[src/rtl/wb_pkg.sv]
`default_nettype none
// ============================================================================
//  Module      : wb_pkg
//  Description : Shared definitions for the write-back select stage.
//                Holds the load-size encodings and the default source
//                indices of the write-back mux.
//  Revision    : 1.0 - initial release
// ============================================================================
package wb_pkg;

  // Load-size encodings; both 2'b10 and 2'b11 mean a full word
  localparam logic [1:0] LSZ_BYTE = 2'b00;
  localparam logic [1:0] LSZ_HALF = 2'b01;
  localparam logic [1:0] LSZ_WORD = 2'b10;

  // Default source indices of the write-back mux
  localparam int WB_SRC_ALU = 0;
  localparam int WB_SRC_IMM = 1;
  localparam int WB_SRC_MEM = 2;
  localparam int WB_SRC_PC  = 3;

endpackage
`default_nettype wire

[src/rtl/wb_load_ext.sv]
`default_nettype none
// ============================================================================
//  Module      : wb_load_ext
//  Description : Combinational sub-word load lane extraction, sign/zero
//                extension and misalignment detection. Lanes are taken from
//                the low 32 bits of the load word, so DW must be >= 32.
//  Revision    : 1.0 - initial release
// ============================================================================
module wb_load_ext
  import wb_pkg::*;
#(
  parameter int DW = 32
) (
  input  logic [DW-1:0] i_rawData,
  input  logic [1:0]    i_lsize,
  input  logic          i_lunsigned,
  input  logic [1:0]    i_addrLo,
  output logic [DW-1:0] o_extData,
  output logic          o_misalign
);

  logic [7:0]  w_byte;
  logic [15:0] w_half;

  // Pick the addressed lane, extend it, and flag accesses that straddle lanes
  always_comb begin
    w_byte     = i_rawData[{i_addrLo, 3'b000} +: 8];
    w_half     = i_rawData[{i_addrLo[1], 4'b0000} +: 16];
    o_extData  = i_rawData;
    o_misalign = 1'b0;
    case (i_lsize)
      LSZ_BYTE: begin
        o_extData = {{(DW-8){w_byte[7] & ~i_lunsigned}}, w_byte};
      end
      LSZ_HALF: begin
        o_extData  = {{(DW-16){w_half[15] & ~i_lunsigned}}, w_half};
        o_misalign = i_addrLo[0];
      end
      default: begin
        o_misalign = (i_addrLo != 2'b00);
      end
    endcase
  end

endmodule
`default_nettype wire

[src/rtl/wb_select_stage.sv]
`default_nettype none
// ============================================================================
//  Module      : wb_select_stage
//  Description : Registered write-back source selector at the MA/WB boundary
//                with stall, flush and r0 write suppression. Optional load
//                extraction is enabled by defining WB_LOAD_EXT_EN.
//  Revision    : 1.0 - initial release
// ============================================================================
module wb_select_stage
  import wb_pkg::*;
#(
  parameter int DW       = 32,
  parameter int NSRC     = 4,
  parameter int SELW     = $clog2(NSRC),
  parameter int RW       = 5,
  parameter int LOAD_SRC = WB_SRC_MEM
) (
  input  logic               clk,
  input  logic               rst_n,
  input  logic [NSRC*DW-1:0] src_data_i,
  input  logic [SELW-1:0]    sel_i,
  input  logic [RW-1:0]      rd_i,
  input  logic               we_i,
  input  logic               valid_i,
  input  logic               stall_i,
  input  logic               flush_i,
  input  logic [1:0]         lsize_i,
  input  logic               lunsigned_i,
  input  logic [1:0]         addr_lo_i,
  output logic [DW-1:0]      wb_data_o,
  output logic [RW-1:0]      wb_rd_o,
  output logic               wb_we_o,
  output logic               wb_valid_o,
  output logic               misalign_o
);

  logic [DW-1:0] w_selData;
  logic [DW-1:0] w_resData;
  logic          w_misalign;
  logic          w_weEff;

  logic [DW-1:0] r_wbData;
  logic [RW-1:0] r_wbRd;
  logic          r_wbWe;
  logic          r_wbValid;
  logic          r_misalign;

  // Source mux; out-of-range selects fall through to the last source
  always_comb begin
    w_selData = src_data_i[(NSRC-1)*DW +: DW];
    for (int k = 0; k < NSRC; k++) begin
      if (sel_i == SELW'(k)) begin
        w_selData = src_data_i[k*DW +: DW];
      end
    end
  end

`ifdef WB_LOAD_EXT_EN
  logic [DW-1:0] w_extData;
  logic          w_extMisalign;
  logic          w_isLoad;

  assign w_isLoad = (sel_i == SELW'(LOAD_SRC));

  wb_load_ext #(
    .DW (DW)
  ) u_loadExt (
    .i_rawData   (w_selData),
    .i_lsize     (lsize_i),
    .i_lunsigned (lunsigned_i),
    .i_addrLo    (addr_lo_i),
    .o_extData   (w_extData),
    .o_misalign  (w_extMisalign)
  );

  assign w_resData  = w_isLoad ? w_extData : w_selData;
  assign w_misalign = w_isLoad & w_extMisalign;
`else
  // Load-shaping inputs have no function without the extraction path
  logic w_unusedLoadBits;
  assign w_unusedLoadBits = ^{lsize_i, lunsigned_i, addr_lo_i};

  assign w_resData  = w_selData;
  assign w_misalign = 1'b0;
`endif

  assign w_weEff = valid_i & we_i & (rd_i != '0) & ~w_misalign;

  // Stage register: flush kills control bits, stall holds, otherwise capture
  always_ff @(posedge clk or negedge rst_n) begin
    if (!rst_n) begin
      r_wbData   <= '0;
      r_wbRd     <= '0;
      r_wbWe     <= 1'b0;
      r_wbValid  <= 1'b0;
      r_misalign <= 1'b0;
    end else if (flush_i) begin
      r_wbWe     <= 1'b0;
      r_wbValid  <= 1'b0;
      r_misalign <= 1'b0;
    end else if (!stall_i) begin
      r_wbData   <= w_resData;
      r_wbRd     <= rd_i;
      r_wbWe     <= w_weEff;
      r_wbValid  <= valid_i;
      r_misalign <= valid_i & w_misalign;
    end
  end

  assign wb_data_o  = r_wbData;
  assign wb_rd_o    = r_wbRd;
  assign wb_we_o    = r_wbWe;
  assign wb_valid_o = r_wbValid;
  assign misalign_o = r_misalign;

endmodule
`default_nettype wire

[config.mk]
export PLATFORM = sky130hd
export DESIGN_NAME = wb_select_stage
export DESIGN_NICKNAME = d
export VERILOG_FILES = /design/src/rtl/wb_pkg.sv /design/src/rtl/wb_load_ext.sv /design/src/rtl/wb_select_stage.sv
export SDC_FILE = /design/constraint.sdc
export NUM_CORES = 1
export LEC_CHECK = 0
export ABC_AREA = 1
export CAP_MARGIN = 20
export CORE_MARGIN = 2
export CORE_UTILIZATION = 30
export DETAILED_ROUTE_END_ITERATION = 16
export GPL_TIMING_DRIVEN = 0
export PLACE_DENSITY = 0.72
export SYNTH_ARGS = -nofsm -noshare
export SYNTH_HDL_FRONTEND = slang
export SYNTH_SLANG_ARGS = --single-unit
[constraint.sdc]
create_clock -name clk -period 1.53 [get_ports clk]
set_input_delay 0.306 -clock clk [delete_from_list [all_inputs] [get_ports clk]]
set_output_delay 0.306 -clock clk [all_outputs]
set_load 0.01 [all_outputs]
==> impl_metrics.py <==
metrics = {
    "finish": {
        "num_antenna_cells": 0,
        "multiInputGateArea_um2": 1310,
        "syn_to_final_growth_pct": 85.9,
        "final_common_cell": "nand2_1",
        "ff_latch_area_um2": 976,
        "final_cell_mix": "nand2_1 (237), clkdlybuf4s50_1 (145), dfrtp_1 (39)",
        "fillerInstances": 772,
        "final_cells": 707,
        "nets": 747,
        "drive_above_1_share": 0.0631,
    },
    "critical_path": {
        "critPathCaptureType": "output pin",
        "worstSetupPathType": "register to output pin",
        "worst-path-buf-inv": 1,
        "slowest_stage": "clkdlybuf4s50_1",
        "reg2reg_to": "wb_data_o[0]$_DFFE_PN0P_",
        "ff2ff_setup_slack_ns": 0.86,
        "reg2reg_depth": 2,
        "worst-endpoint-arrival_ns": 1.20,
        "critPathLaunchType": "register",
        "max_stage_delay_ns": 0.55,
        "rr_startpoint": "wb_data_o[0]$_DFFE_PN0P_",
        "required_ns": 1.22,
        "crit_fanout": 2,
        "critical-path-top-delay-family": "buffers and inverters",
        "cp_cell_sequence": "clkdlybuf4s50_1",
    },
    "worst_hold_path": {
        "hold_path_end": "wb_data_o[25]$_DFFE_PN0P_",
        "min_path_cells": 2,
        "hold_start": "wb_data_o[25]$_DFFE_PN0P_",
        "hold_class": "register to register",
    },
    "drt": {
        "dr.first_iter.drc_count": 140,
        "vias": 3260,
        "viasPerCell": 4.61,
        "drt-pass1-iter-count": 4,
        "routed_wirelength_mm": 9.72,
        "wire_per_inst_um": 13.8,
        "ant_nets": 0,
        "drc": 0,
    },
    "clock_tree": {
        "cts_buffers": 5,
        "clockBufferDepth": 2,
        "tritoncts": "yes",
        "clkSinkCount": 39,
        "htree_num_levels": 2,
        "cts_root_buf": "clkbuf_8",
        "cts_setup_buffers": 0,
        "cts.clk_slew.worst_paths_ns": 0.08,
        "worstSkewPairLatency_ns": 0.29,
    },
    "synthesis": {
        "synth_seq_cells": 39,
        "synth-main-ff-cell": "dfrtp_1",
        "synth_warnings": 0,
        "yosysTopAreaCellShare": 0.390,
        "syn_inst": 413,
        "synth_edf_count": 0,
        "syn-cell-area_um2": 2500,
        "synthTopCellsByArea": "dfrtp_1 (39%), nand2_1 (36%), nand4_1 (6.0%), nor2_1 (5.0%), inv_1 (3.9%)",
        "yosysUniqueCellTypes": 14,
        "synth.net_count": 559,
        "avgSynthCellArea_um2": 6.06,
        "synth.yosys.seq_area_share": 0.390,
        "yosys.area.top_type": "dfrtp_1",
        "async_flop_share": 1.00,
    },
    "power_and_ir_drop": {
        "ir_worst_vdd_uv": 381,
        "finalPower_mw": 3.25,
        "p_leak_nw": 2.57,
        "power_density_nw_per_um2": 698,
    },
    "sta": {
        "tns_ns": 0,
        "hold_viol_final": 0,
        "skew_ns": 0,
        "max_freq_mhz": 665,
        "slew_violations": 0,
        "fin_crit_sh": 0.983,
        "period_minus_slack_ns": 1.50,
        "setup_violations": 0,
    },
    "placement": {
        "port_buffers": 179,
        "placed_cells": 698,
        "place_congestion": 0.902,
        "dpl.hpwl_mm": 7.60,
    },
    "global_route": {
        "grt_overflow": 0,
        "grt_pass1_vias": 3126,
        "grtUsageTotal": 0.211,
        "grt_pass1_wl_mm": 14.7,
        "met3_usage": 0.0664,
        "met1_usage": 0.237,
        "antenna_found_initial": 0,
        "grt_max_degree": 40,
        "grt_util_met2": 0.379,
        "top_usage_layer": "met2",
    },
    "floorplan": {
        "core-area_um2": 8130,
        "die-area_um2": 9090,
        "io_pins": 186,
        "fp.dieW_um": 95.3,
        "die_h_um": 95.3,
        "start_util": 0.308,
        "rows": 33,
    },
    "run_status": {
        "status": "complete, no violations",
    },
    "flow_run": {
        "drv_cap": 0,
    },
}
## metrics by stage
| stage | area (um2) | hold slack (ns) | worst slack (ns) | util |
|---|---|---|---|---|
| floorplan | 2500 | 0.0104 | 0.468 | - |
| global placement | 4430 | 0.455 | -0.877 | 0.544 |
| detailed placement | 4440 | 0.294 | -0.310 | 0.546 |
| CTS | 4550 | 0.485 | 0.000143 | 0.560 |
| global route | 4650 | 0.510 | -0.00457 | 0.572 |
| finish | 4650 | 0.476 | 0.0258 | 0.572 |
## cell type report
class                   instances  share of cell area
clock buffers                   7              0.0207
repair buffers                181               0.406
plain buffers                  24              0.0296
flip-flops and latches         39               0.210
multi-input cells             322               0.282
clock inverters                 1             0.00161
well taps                     105              0.0282
inverters                      28              0.0226
## kinds of logic after synthesis
group                  after synthesis  synth area share
AOI/OAI and AO/OA                   23            0.0460
buffers and inverters               52            0.0885
DFF                                 39             0.390
other                                1           0.00150
and+or+nand+nor                    298             0.474
## layer usage
metal,wire [um],share of wire,up-vias
met3,1100,0.11,16
li1,-,-,1638
met1,3770,0.39,1449
met4,168,0.017,0
met5,0,0,-
met2,4680,0.48,157
## sequential cells by signal, indices dropped and copies added (netlist names)
| signal | flops |
|---|---|
| wb_we_o | 1 |
| wb_data_o | 32 |
| wb_valid_o | 1 |
| wb_rd_o | 5 |
## what timing repair did
item                                    in CTS  in global routing
cloned                                       0                  0
gates resized for setup                      4                 47
hold buffers                                 1                  0
endpoints found under the setup margin       5                 65
hold endpoints to repair                    39                  0
## synth_stat cells (7+ instances only)
| cell type | number |
|---|---|
| clkbuf_1 | 7 |
| a21oi_1 | 10 |
| o21ai_0 | 13 |
| buf_2 | 15 |
| nand2_1 | 237 |
| inv_1 | 26 |
| nand4_1 | 24 |
| dfrtp_1 | 39 |
| nor2_1 | 33 |
## report_power, final
part           internal, mW  switching [mW]  total [mW]  leakage, nW
sequential             1.18          0.0737        1.25        0.479
combinational         0.692           0.515        1.21         2.04
clock                 0.410           0.378       0.788       0.0505
total                  2.28           0.966        3.25         2.57
## how the worst max path moves through the flow
stage | startpoint | end | depth (start not counted)
global placement | rst_n | wb_we_o$_DFFE_PN0P_ | 1
finish | wb_data_o[18]$_DFFE_PN0P_ | wb_data_o[18] | 1
detailed placement | stall_i | wb_data_o[21]$_DFFE_PN0P_ | 7
floorplan | flush_i | wb_rd_o[2]$_DFFE_PN0P_ | 6
global route | stall_i | wb_data_o[7]$_DFFE_PN0P_ | 6
CTS | wb_data_o[27]$_DFFE_PN0P_ | wb_data_o[27] | 1
Note: power is estimated with default switching activity, not from simulation.
